$ cat src/rtl/uart_rx_frame.sv
// 8N1 UART receiver: two-flop synchroniser, mid-bit start validation, centre sampling
// of eight LSB-first data bits, stop-bit check with valid / framing-error pulses.
module uart_rx_frame #(
    parameter int baudrate       = 115_200,
    parameter int base_clk       = 50_000_000,
    parameter int clocks_per_bit = base_clk / baudrate
) (
    input  logic       clk,
    input  logic       rst,
    input  logic       input_data_serial,
    output logic [7:0] out_data,
    output logic       data_valid,
    output logic       framing_error,
    output logic       busy
);

    localparam int          half_bit = clocks_per_bit / 2;
    localparam logic [31:0] half_m1  = 32'(half_bit - 1);
    localparam logic [31:0] bit_m1   = 32'(clocks_per_bit - 1);

    typedef enum logic [2:0] {
        RX_IDLE  = 3'd0,
        RX_START = 3'd1,
        RX_DATA  = 3'd2,
        RX_STOP  = 3'd3,
        RX_BREAK = 3'd4
    } rx_state_t;

    rx_state_t   state;
    logic        rx_meta_r;
    logic        rx_s;
    logic [31:0] cnt;
    logic [2:0]  bit_idx;
    logic [7:0]  shreg;

    // Two-stage synchroniser for the asynchronous line; idles high out of reset.
    always_ff @(posedge clk) begin
        if (rst) begin
            rx_meta_r <= 1'b1;
            rx_s      <= 1'b1;
        end else begin
            rx_meta_r <= input_data_serial;
            rx_s      <= rx_meta_r;
        end
    end

    // Frame FSM with registered outputs; pulses default low every cycle.
    always_ff @(posedge clk) begin
        if (rst) begin
            state         <= RX_IDLE;
            cnt           <= 32'd0;
            bit_idx       <= 3'd0;
            shreg         <= 8'd0;
            out_data      <= 8'd0;
            data_valid    <= 1'b0;
            framing_error <= 1'b0;
            busy          <= 1'b0;
        end else begin
            data_valid    <= 1'b0;
            framing_error <= 1'b0;
            case (state)
                RX_IDLE: begin
                    cnt     <= 32'd0;
                    bit_idx <= 3'd0;
                    if (!rx_s) begin
                        state <= RX_START;
                        busy  <= 1'b1;
                    end else begin
                        busy  <= 1'b0;
                    end
                end
                RX_START: begin
                    if (cnt == half_m1) begin
                        cnt <= 32'd0;
                        if (!rx_s) begin
                            state <= RX_DATA;
                        end else begin
                            state <= RX_IDLE;
                            busy  <= 1'b0;
                        end
                    end else begin
                        cnt <= cnt + 32'd1;
                    end
                end
                RX_DATA: begin
                    if (cnt == bit_m1) begin
                        cnt            <= 32'd0;
                        shreg[bit_idx] <= rx_s;
                        if (bit_idx == 3'd7) begin
                            state <= RX_STOP;
                        end else begin
                            bit_idx <= bit_idx + 3'd1;
                        end
                    end else begin
                        cnt <= cnt + 32'd1;
                    end
                end
                RX_STOP: begin
                    // Leaving at the stop-bit centre leaves half a bit to catch the next start edge.
                    if (cnt == bit_m1) begin
                        cnt <= 32'd0;
                        if (rx_s) begin
                            out_data   <= shreg;
                            data_valid <= 1'b1;
                            state      <= RX_IDLE;
                            busy       <= 1'b0;
                        end else begin
                            framing_error <= 1'b1;
                            state         <= RX_BREAK;
                        end
                    end else begin
                        cnt <= cnt + 32'd1;
                    end
                end
                RX_BREAK: begin
                    if (rx_s) begin
                        state <= RX_IDLE;
                        busy  <= 1'b0;
                    end else begin
                        state <= RX_BREAK;
                    end
                end
                default: begin
                    state <= RX_IDLE;
                    cnt   <= 32'd0;
                    busy  <= 1'b0;
                end
            endcase
        end
    end

endmodule

$ cat config.mk
export PLATFORM = sky130hd
export DESIGN_NAME = uart_rx_frame
export DESIGN_NICKNAME = d
export VERILOG_FILES = /design/src/rtl/uart_rx_frame.sv
export SDC_FILE = /design/constraint.sdc
export NUM_CORES = 1
export LEC_CHECK = 0
export ABC_CLOCK_PERIOD_IN_PS = 1950
export BUFFER_PORTS_ARGS = -buffer_cell sky130_fd_sc_hd__buf_2
export CAP_MARGIN = 15
export CORE_ASPECT_RATIO = 1.4
export CORE_MARGIN = 2
export CORE_UTILIZATION = 55
export CTS_CLUSTER_DIAMETER = 200
export DETAILED_ROUTE_END_ITERATION = 7
export PLACE_DENSITY = 0.75
export SLEW_MARGIN = 40
export SYNTH_ARGS = -nofsm -noshare
export SYNTH_HDL_FRONTEND = slang
export SYNTH_SLANG_ARGS = --single-unit
$ cat constraint.sdc
create_clock -name clk -period 1.95 [get_ports clk]
set_input_delay 0.195 -clock clk [delete_from_list [all_inputs] [get_ports clk]]
set_output_delay 0.195 -clock clk [all_outputs]
set_load 0.1 [all_outputs]
==> impl_results.rst <==
.. list-table::
   :header-rows: 1

   * - Metric
     - Value
   * - CTS Buf Count
     - 9
   * - First drt pass iteration count
     - 4
   * - Routability-driven placement congestion ratio
     - 0.861
   * - Routing layer with the top usage in global route
     - met2
   * - Fraction of met1 tracks used by global routing
     - 0.263
   * - Post-Place Cells
     - 464
   * - Failing checks
     - setup timing
   * - Count of final max-slew check failures
     - 0
   * - RSZ-0062 raised after global routing
     - yes
   * - Final design area excluding fillers
     - 0.00400 mm^2
   * - Ys async rst share
     - 0
   * - Highest fanout seen on the critical path
     - 7
   * - Post-synthesis instance total
     - 342
   * - Layout overhead on the synthesized area
     - 37.1%
   * - Startpoint kind of the worst setup timing path
     - register
   * - Syn Nets
     - 350
   * - Number of global-route vias before repair
     - 2,695
   * - Worst Max-Slew Pin Slew
     - 622 ps
   * - Power density of the placed cells
     - 623 mW/mm^2
   * - # nets final
     - 427
   * - Root buf cell
     - clkbuf_8
   * - Count of endpoints failing hold in the final timing report
     - 0
   * - Horizontal die dimension
     - 65.6 um
   * - Share of layout cells above drive strength 1
     - 0.389
   * - Via Count
     - 2,825
   * - Number of enable-type register cells in the synthesized netlist
     - 0
   * - Antenna diode count
     - 0
   * - Sequential cell area
     - 0.00120 mm^2
   * - Setup violations, final
     - 29
   * - Total number of clock tree sinks
     - 59
   * - Sum of routed wire length over all layers
     - 7.86 mm
   * - Startpoint of the most critical register-to-register path
     - cnt[0]$_SDFFE_PP0P_
   * - Met2 track demand over resource
     - 0.494
   * - Count of non-filler cells in the finished layout
     - 490
   * - Upper clock frequency limit
     - 481 MHz
   * - Global route total overflow
     - 0
   * - Area of the multi-input gates
     - 0.00185 mm^2
   * - Max-cap viol count
     - 0
   * - Number of I/O pins
     - 14
   * - Pin count of the biggest net entering global routing
     - 29
   * - Clk_lat worst skew
     - 350 ps
   * - Global-route wire length before repair
     - 12.0 mm
   * - DR WL/cell
     - 16.0 um
   * - Setup slack of the most critical reg-to-reg path
     - -130 ps
   * - Proportion of power drawn by flip-flops and latches
     - 0.489
   * - Clk pin slew, worst setup/hold paths
     - 70 ps
   * - Total core area
     - 0.00516 mm^2
   * - Slowest library cell on the worst path
     - or4_4
   * - Critical Path Sink Type
     - register
   * - Net Sw Power
     - 550 uW
   * - Global routing usage summed across all routing layers
     - 0.264
   * - Vertical extent of the die
     - 90.2 um
   * - Total DRC errors in the routed layout
     - 0
   * - Power Internal
     - 1940 uW
   * - Worst-case setup margin in the final layout
     - -130 ps
   * - Post-synthesis register bit count
     - 59
   * - CP startpoint
     - cnt[0]$_SDFFE_PP0P_
   * - Fraction of the cycle the final worst path needs
     - 1.07
   * - Utilization of the core after routing
     - 0.776
   * - Gate power share
     - 0.041
   * - Fillcell total
     - 324
   * - Worst Path Class, Setup
     - register to register
   * - Maximum count of clock buffers along a single path
     - 2
   * - Setup TNS
     - -1410 ps
   * - Average cell area after synthesis
     - 8.54 um^2
   * - Input/output buffers
     - 13
   * - Fraction of power spent switching nets
     - 0.221
   * - Std cell rows
     - 31
   * - Result of the run
     - complete, but fails checks
   * - Destination of the critical timing path
     - cnt[28]$_SDFFE_PP0P_
   * - Post-route minimum period
     - 2080 ps
   * - Met3 Usage GRT
     - 0.0438
   * - LEAKAGE
     - 0.00165 uW
   * - Worst clock skew
     - 7.69 ps
   * - Estimated wirelength of the detail-placed design
     - 5.04 mm
   * - FF-to-FF End
     - cnt[28]$_SDFFE_PP0P_
   * - CP Data Arrival Time
     - 2310 ps
   * - Post-detailed-placement cell area
     - 0.00350 mm^2
   * - Number of levels the H-tree was split into
     - 3
   * - Starting density of the core
     - 0.566
   * - Chain of cells forming the critical path
     - inv_2 > ha_4 > nand3_2 > or4_4 > o31ai_4 > a21oi_4 > and3_1 > a221o_1
   * - Post-Synthesis Cell Area
     - 0.00292 mm^2
   * - Via density per instance
     - 5.77
   * - Relative max-transition margin
     - 0.585
   * - Delay of the slowest critical-path stage
     - 460 ps
   * - Portion of total power attributed to the clock network
     - 0.471
   * - Sequential element share of the synthesized area
     - 0.405
   * - Main synth FF type
     - dfxtp_1
   * - Clock tree from TritonCTS
     - yes
   * - Hold Crit Class
     - primary input to register
   * - Floorplan die area
     - 0.00591 mm^2
   * - Netlist cell types
     - 50
   * - Number of antenna-violating nets in the routed design
     - 0
   * - Synth warnings
     - 0
   * - Initial antenna violation count
     - 0
   * - Crit path required time
     - 2180 ps
   * - Worst reg-to-reg path cell count
     - 8
   * - First-iteration detailed-routing DRC count
     - 185
   * - Worst vdd rail ir drop
     - 539 uV
[logic make-up (layout without fill, tap and decap cells)]
family,count (synthesis),count (layout),synth area share
adder cells (fa/ha/maj),5,5,0.0214
multiplexers,19,19,0.0656
AO/OA/AOI/OAI,40,40,0.0956
XOR/XNOR,19,19,0.0570
buffers and inverters,22,104,0.0330
flip-flops,59,59,0.405
AND/OR/NAND/NOR,178,178,0.323
[layer usage]
layer  part of all wire  routed length [um]
met1               0.38                2970
met2               0.55                4360
met3              0.030                 236
met4              0.037                 287
met5                  0                   0
[per-stage QoR]
step | setup WS (ps) | power, uW | hold WS (ps)
2_1_floorplan | -44.1 | 1300 | 299
3_3_place_gp | -85.3 | 1320 | 379
3_5_place_dp | -195 | 1320 | 381
4_1_cts | -77.7 | 2480 | 27.3
5_1_grt | -203 | 2560 | 45.3
6_report | -130 | 2490 | 34.6
[Yosys cell counts, types with 2 or more instances]
library cell   n  area share
xnor2_1       12       0.036
or3_1          4      0.0086
a21oi_1       16       0.027
nor2b_1        3      0.0064
nor3b_1        2      0.0051
and3_1         6       0.013
and2_1         2      0.0043
ha_1           5       0.021
nand4_1        8       0.017
xor2_1         7       0.021
nand2_1       30       0.039
dfxtp_1       59        0.40
nand4b_1       5       0.015
and4_1         3      0.0090
nor4_1         8       0.017
o31ai_1        2      0.0051
buf_2          5      0.0086
a22o_1         2      0.0060
a21o_1         2      0.0051
clkbuf_1      10       0.013
o31a_1         3      0.0090
o21ai_0        3      0.0051
nor4_2         3       0.013
nand2b_1       5       0.011
or2_2          2      0.0043
buf_4          2      0.0051
mux2i_1       18       0.062
inv_1          3      0.0039
buf_1          2      0.0026
nand3_1       24       0.041
nor2_1        58       0.075
a31oi_1        4      0.0086
nor3_1         7       0.012
[final cells by class]
class / count / share of cell area
clock buffer: 12 / 0.0413
inverter: 3 / 0.00281
timing repair buffer: 85 / 0.161
clock inverter: 4 / 0.0119
tap: 66 / 0.0206
sequential: 59 / 0.300
multi-input combinational: 261 / 0.462
[worst min path at each step]
stage | endpoint | cells past startpoint | from
after floorplan | rx_meta_r$_SDFF_PP1_ | 1 | input_data_serial
after global placement | rx_meta_r$_SDFF_PP1_ | 2 | input_data_serial
after detailed placement | rx_meta_r$_SDFF_PP1_ | 2 | input_data_serial
after CTS | rx_meta_r$_SDFF_PP1_ | 2 | input_data_serial
after global routing | rx_meta_r$_SDFF_PP1_ | 2 | input_data_serial
final | rx_meta_r$_SDFF_PP1_ | 2 | input_data_serial
[power by group through the flow]
| stage | clock (uW) | sequential [uW] | combinational [uW] |
|---|---|---|---|
| final | 1170 | 1220 | 101 |
| after floorplan | 0 | 1240 | 57.5 |
| after global placement | 0 | 1240 | 79.4 |
| after global routing | 1230 | 1220 | 110 |
| after detailed placement | 0 | 1240 | 80.9 |
| after CTS | 1180 | 1220 | 89.2 |
[worst max-delay path: cells and delay by family (launching register included)]
| family | cells | cell delay, ps |
|---|---|---|
| adders and majority gates | 1 | 130 |
| DFF | 1 | 340 |
| and+or+nand+nor | 3 | 730 |
| buffers and inverters | 1 | 70 |
| AOI/OAI and AO/OA | 3 | 690 |
[sequential cells by signal, indices dropped and copies added, names as in the netlist]
| name | count |
|---|---|
| cnt | 32 |
| out_data | 8 |
| shreg | 8 |
| bit_idx | 3 |
| state | 3 |
| busy | 1 |
| data_valid | 1 |
| framing_error | 1 |
| rx_meta_r | 1 |
| rx_s | 1 |
[what timing repair did]
item,CTS,global route
setup endpoints to repair,52,53
resized for setup,19,40
cloned,1,0
pin swaps,10,16
hold buffers,0,0
buffers inserted,4,5
[cell usage in the layout, fill, tap and decap left out, types with 4 or more instances in the layout]
cell,instances
nor3_1,5
buf_6,7
nand2b_1,5
nor4_1,4
nor2_1,54
a21oi_1,12
mux2i_1,17
nand4_1,8
clkbuf_8,12
dfxtp_1,44
and3_1,6
nand4b_1,5
nand3_2,4
xor2_1,7
nor4_4,6
dfxtp_2,15
nand3_1,20
a21oi_2,4
nor2_2,4
nand2_1,30
buf_4,64
xnor2_1,12
buf_2,13
a31oi_1,4
Note: power is estimated with default switching activity, not from simulation.
